### src/rtl/float_normalizer_iter.sv
// Iterative normalizer: finds the MSB of a 2N-bit magnitude by shifting up to STEP bits per cycle.
// Optional round-to-nearest-even stage enabled by defining FLOAT_NORMALIZER_ROUND_EN.
module float_normalizer_iter #(
    parameter int N    = 4,
    parameter int STEP = 2
) (
    input  logic                   clock,
    input  logic                   reset,
    input  logic                   in_valid,
    output logic                   in_ready,
    input  logic [2*N-1:0]         A,
    output logic                   out_valid,
    input  logic                   out_ready,
    output logic [N-1:0]           Y,
    output logic [$clog2(2*N):0]   msb_pos,
    output logic                   zero,
    output logic                   sticky
);
    localparam int W  = 2 * N;
    localparam int MW = $clog2(W) + 1;
    localparam int KW = $clog2(STEP + 1);

    typedef enum logic [1:0] {IDLE, SHIFT, ROUND, DONE} state_t;

    state_t          state, state_n;
    logic [W-1:0]    r, r_n, r_sh;
    logic [MW-1:0]   lz, lz_n, pos_n, pos_norm;
    logic [N-1:0]    y_n;
    logic            zero_n, sticky_n;
    logic [KW-1:0]   k;

    // Leading zeros in the top STEP bits, saturating at STEP when the window is empty.
    function automatic logic [KW-1:0] lead_zeros(input logic [STEP-1:0] t);
        lead_zeros = KW'(STEP);
        for (int i = 0; i < STEP; i++)
            if (t[i]) lead_zeros = KW'(STEP - 1 - i);
    endfunction

    assign k        = lead_zeros(r[W-1 -: STEP]);
    assign r_sh     = r << k;
    assign pos_norm = MW'(W - 1) - lz - MW'(k);

`ifdef FLOAT_NORMALIZER_ROUND_EN
    // Bits strictly below the guard; empty (all-zero mask) when N == 2.
    localparam logic [W-1:0] ST_MASK = (W'(1) << (N - 2)) - W'(1);
    logic guard, st;
    assign guard = r[N-2];
    assign st    = |(r & ST_MASK);
`endif

    always_comb begin
        state_n   = state;
        r_n       = r;
        lz_n      = lz;
        y_n       = Y;
        pos_n     = msb_pos;
        zero_n    = zero;
        sticky_n  = sticky;
        in_ready  = (state == IDLE) && !reset;
        out_valid = (state == DONE);
        case (state)
            IDLE: begin
                if (in_valid) begin
                    r_n     = A;
                    lz_n    = '0;
                    state_n = SHIFT;
                end
            end
            SHIFT: begin
                if (r == '0) begin
                    zero_n   = 1'b1;
                    y_n      = '0;
                    pos_n    = '0;
                    sticky_n = 1'b0;
                    state_n  = DONE;
                end else if (k < KW'(STEP)) begin
                    // Hidden one lands in the MSB; keep the normalized word for rounding.
                    r_n      = r_sh;
                    pos_n    = pos_norm;
                    y_n      = r_sh[W-2 -: N];
                    sticky_n = |r_sh[N-2:0];
                    zero_n   = 1'b0;
`ifdef FLOAT_NORMALIZER_ROUND_EN
                    state_n  = ROUND;
`else
                    state_n  = DONE;
`endif
                end else begin
                    r_n  = r << STEP;
                    lz_n = lz + MW'(STEP);
                end
            end
`ifdef FLOAT_NORMALIZER_ROUND_EN
            ROUND: begin
                if (guard & (st | Y[0])) begin
                    if (&Y) begin
                        // Mantissa overflow renormalizes to the next power of two.
                        y_n   = '0;
                        pos_n = msb_pos + MW'(1);
                    end else begin
                        y_n = Y + N'(1);
                    end
                end
                sticky_n = guard | st;
                state_n  = DONE;
            end
`endif
            DONE: begin
                if (out_ready) state_n = IDLE;
            end
            default: state_n = IDLE;
        endcase
    end

    always_ff @(posedge clock) begin
        if (reset) state <= IDLE;
        else       state <= state_n;
    end

    always_ff @(posedge clock) begin
        if (reset) begin
            r       <= '0;
            lz      <= '0;
            Y       <= '0;
            msb_pos <= '0;
            zero    <= 1'b0;
            sticky  <= 1'b0;
        end else begin
            r       <= r_n;
            lz      <= lz_n;
            Y       <= y_n;
            msb_pos <= pos_n;
            zero    <= zero_n;
            sticky  <= sticky_n;
        end
    end
endmodule

### config.mk
export PLATFORM = sky130hd
export DESIGN_NAME = float_normalizer_iter
export DESIGN_NICKNAME = d
export VERILOG_FILES = /design/src/rtl/float_normalizer_iter.sv
export SDC_FILE = /design/constraint.sdc
export NUM_CORES = 1
export LEC_CHECK = 0
export CAP_MARGIN = 20
export CORE_MARGIN = 2
export CORE_UTILIZATION = 48
export CTS_BUF_LIST = sky130_fd_sc_hd__clkbuf_16
export CTS_CLUSTER_DIAMETER = 60
export DETAILED_ROUTE_END_ITERATION = 10
export PLACE_DENSITY = 0.84
export SYNTH_ARGS = -nofsm -noshare
export SYNTH_HDL_FRONTEND = slang
export SYNTH_SLANG_ARGS = --single-unit
### constraint.sdc
create_clock -name clock -period 2.7 [get_ports clock]
set_input_delay 0.54 -clock clock [delete_from_list [all_inputs] [get_ports clock]]
set_output_delay 0.54 -clock clock [all_outputs]
set_load 0.005 [all_outputs]
==> results.md <==
- The flow ran to the end, and the final reports show no timing, DRC or antenna violations.
- For this run, the leading register cell type out of synthesis is sky130_fd_sc_hd__dfxtp_1.
- The number of clock buffers added by TritonCTS is 3.
- Tracing the worst setup path back leads to its startpoint at r[6]$_SDFFE_PP0P_.
- The worst setup path is launched from a register.
- The end point of the critical path is msb_pos[3]$_SDFFE_PP0P_.
- The effective utilization at floorplan is 49.8%.
- The clock transition time at the flip-flop clock pins of the worst setup and hold paths is about 0.06 ns.
- Global routing used 21.8% of the available tracks across all layers.
- Wires add up to 2820 um.
- The aggregate global routing overflow is 0.
- The post-synthesis async set-or-reset flop share is 0%.
- The die outline area is 2970 um2.
- The detailed router placed 1096 vias in this run.
- The worst register-to-register path ends at msb_pos[3]$_SDFFE_PP0P_.
- For this design, the CTS-stage hold fixing added 0 buffers.
- The core region is 2450 um2.
- Of all nets on the critical path, the largest fanout is 9.
- The CTS root buffer is sky130_fd_sc_hd__clkbuf_16.
- The worst pin sits at a relative slew slack of 53.4%.
- The count of pins over their slew limit came to 0.
- The internal reg-to-reg setup slack is 0.45 ns.
- At the end of routability-driven placement, the weighted congestion stood at ~0.86.
- Counting cells, the worst reg-to-reg path comes to 9.
- The TritonCTS clock tree is yes.
- The maximum clock rate is 445 MHz.
- The placed wire-length estimate is 2010 um.
- After synthesis, the mean cell area works out to 8.92 um2.
- The final-report hold violation count was 0.
- In this run the number of H-tree levels came out at 1.
- During placement, the flow inserted port buffers numbering 23.
- Dividing the final minimum period by the clock period gives between 80% and 90%.
- From synthesis to final layout, the design area changed by 26.6%.
- The total cell area at the placement stage is 1470 um2.
- The via count of the first global-routing pass is 1015.
- The signal arrival time at the worst endpoint is 2.40 ns.
- Max-cap violations in this run came to 0.
- The first TritonRoute pass finished after 4 iterations.
- At the end of the flow, the number of nets in the layout was 175.
- The number of distinct library cell variants in the gate-level netlist after synthesis is 39.
- The via count normalized by instance count is 5.83.
- Synthesis produced 137 cells.
- At the pin with the least slew margin, the transition time is 0.696 ns.
- Entering global routing, the biggest net connects 16 pins.
- The count of warnings emitted by yosys is 0.
- The data required time at the worst endpoint is 2.85 ns.
- For this run, design rule violations remaining after detail routing come to 0.
- The number of flip-flops and latches in the synthesized netlist is 23.
- The final critical path time including I/O delays and setup is 2.25 ns.
- The first global-routing pass estimated 4590 um of wire.
- The number of flops mapped to enable cells by yosys is 0.
- The static leakage power is 0.000568 uW.
- The latest clock arrival within the worst-skew pair is about 0.26 ns.
- The worst flop-to-flop path startpoint is r[6]$_SDFFE_PP0P_.
- With fillers left out, the area of the finished cells amounts to 1550 um2.
- When the netlist entered floorplanning its net count stood at 153.
- The count of nets left with antenna violations once routing finished came out at 0.
- The die boundary height is about 54 um.
- Counting every sink on the clock net gives 23.
- The endpoint class of the critical path is a register.
- The total negative setup slack is 0 ns.
- Setup repair after global routing left no endpoint under its margin.
- In this run the horizontal extent of the chip is between 50 and 60 um.
- The setup skew after layout is 0.00293 ns.
- The number of antenna diodes in the final layout is 0.
- The worst hold path belongs to the class reg2reg.
- The fraction of layout cells with a size suffix above 1 is 11.4%.
- Across the VDD grid, the largest voltage drop is 0.000391 V.
- After synthesis the cells add up to 1220 um2.
- The quantity of gates resized following cts is 0.
- In the layout the commonest cells are 23 x sky130_fd_sc_hd__dfxtp_1, 23 x sky130_fd_sc_hd__clkdlybuf4s50_1, 13 x sky130_fd_sc_hd__nand2_1.
- The floorplan has 18 rows.
- The classification of the worst setup path is reg2reg.
- After the first detailed-routing iteration, the DRC count stood at 36.
- The number of antenna violations at the first check in global routing is 0.
- In this run the power density over the cells is ~730 nW/um2.
- The setup violation total in the final timing report is 0.
- Counting along the longest clock path gives a buffer depth of 2.
- Once the clock tree was built, the setup fixing pass inserted 0 buffers.
- The per-cell routed wire length is 15.0 um.
- The count of boundary I/O pins is 24.
- After synthesis, flip-flops and latches occupy 37.7% of the total area.
-- kinds of logic after synthesis --
logic type      synth area share [%]
compound gates                  25.5
xor+xnor                        2.15
fa+ha+maj                       4.71
buf+inv                         4.91
flops                           37.7
mux                             8.50
other cells                    0.307
simple gates                    16.3
-- report_power, final --
group | total [uW] | internal [uW] | switching [uW]
combinational | 370 | 170 | 200
clock | 318 | 199 | 119
sequential | 439 | 382 | 56.9
total | 1130 | 751 | 376
-- how the worst min path moves through the flow --
stage / startpoint / cells past startpoint / to
floorplan: Y[0]$_SDFFE_PP0P_ / 1 / Y[0]$_SDFFE_PP0P_
global placement: msb_pos[3]$_SDFFE_PP0P_ / 1 / msb_pos[3]$_SDFFE_PP0P_
detailed placement: Y[0]$_SDFFE_PP0P_ / 1 / Y[0]$_SDFFE_PP0P_
CTS: msb_pos[2]$_SDFFE_PP0P_ / 1 / msb_pos[2]$_SDFFE_PP0P_
global route: msb_pos[2]$_SDFFE_PP0P_ / 1 / msb_pos[2]$_SDFFE_PP0P_
finish: Y[1]$_SDFFE_PP0P_ / 1 / Y[1]$_SDFFE_PP0P_
-- layer usage --
metal	vias to the layer above	wire, um	GRT usage [%]
li1	538	-	-
met1	508	1240	28.0
met2	45	1360	35.3
met3	5	173	3.28
met4	0	53	11.3
met5	-	0	0
-- area by class of cell --
| cell class | count | area, um2 |
|---|---|---|
| fill | 212 | 907 |
| multi-input combinational | 100 | 702 |
| sequential | 23 | 460 |
| timing repair buffer | 25 | 245 |
| clock buffer | 3 | 75.1 |
| tap | 30 | 37.5 |
| inverter | 6 | 22.5 |
| clock inverter | 1 | 5.00 |
-- synthesized netlist by cell type (4+ instances only) --
master | number | area share, %
sky130_fd_sc_hd__o2bb2ai_1 | 6 | 4.3
sky130_fd_sc_hd__inv_1 | 6 | 1.8
sky130_fd_sc_hd__nor2_1 | 7 | 2.1
sky130_fd_sc_hd__o21ai_0 | 5 | 2.0
sky130_fd_sc_hd__clkbuf_1 | 4 | 1.2
sky130_fd_sc_hd__dfxtp_1 | 23 | 38
sky130_fd_sc_hd__o31ai_1 | 4 | 2.5
sky130_fd_sc_hd__a21oi_1 | 11 | 4.5
sky130_fd_sc_hd__o211ai_1 | 5 | 3.1
sky130_fd_sc_hd__nand2_1 | 13 | 4.0
sky130_fd_sc_hd__nor3_1 | 5 | 2.0
sky130_fd_sc_hd__mux2i_1 | 7 | 5.7
-- worst max-delay path, stage by stage (launching register included) --
cell,delay [ns]
sky130_fd_sc_hd__dfxtp_1,0.41
sky130_fd_sc_hd__nor2_1,0.36
sky130_fd_sc_hd__inv_1,0.14
sky130_fd_sc_hd__ha_1,0.30
sky130_fd_sc_hd__ha_1,0.13
sky130_fd_sc_hd__inv_1,0.04
sky130_fd_sc_hd__fa_1,0.37
sky130_fd_sc_hd__xnor2_1,0.19
sky130_fd_sc_hd__xnor2_1,0.14
sky130_fd_sc_hd__o2bb2ai_1,0.07
-- metrics by stage --
| stage | hold WS [ns] | instances | util, % | total power (uW) | setup slack (ns) |
|---|---|---|---|---|---|
| finish | 0.462 | 188 | 63.0 | 1130 | 0.451 |
| global route | 0.494 | 188 | 63.0 | 1190 | 0.323 |
| CTS | 0.466 | 188 | 63.0 | 1130 | 0.443 |
| detailed placement | 0.449 | 184 | 59.8 | 807 | 0.478 |
| global placement | 0.448 | 184 | 59.8 | 798 | 0.510 |
| floorplan | 0.456 | 137 | - | 700 | 0.593 |
-- flip-flops by register name, summed over array words and instances (netlist names) --
signal	cells
state	2
r	8
zero	1
Y	4
msb_pos	4
sticky	1
lz	3
Note: power is estimated with default switching activity, not from simulation.
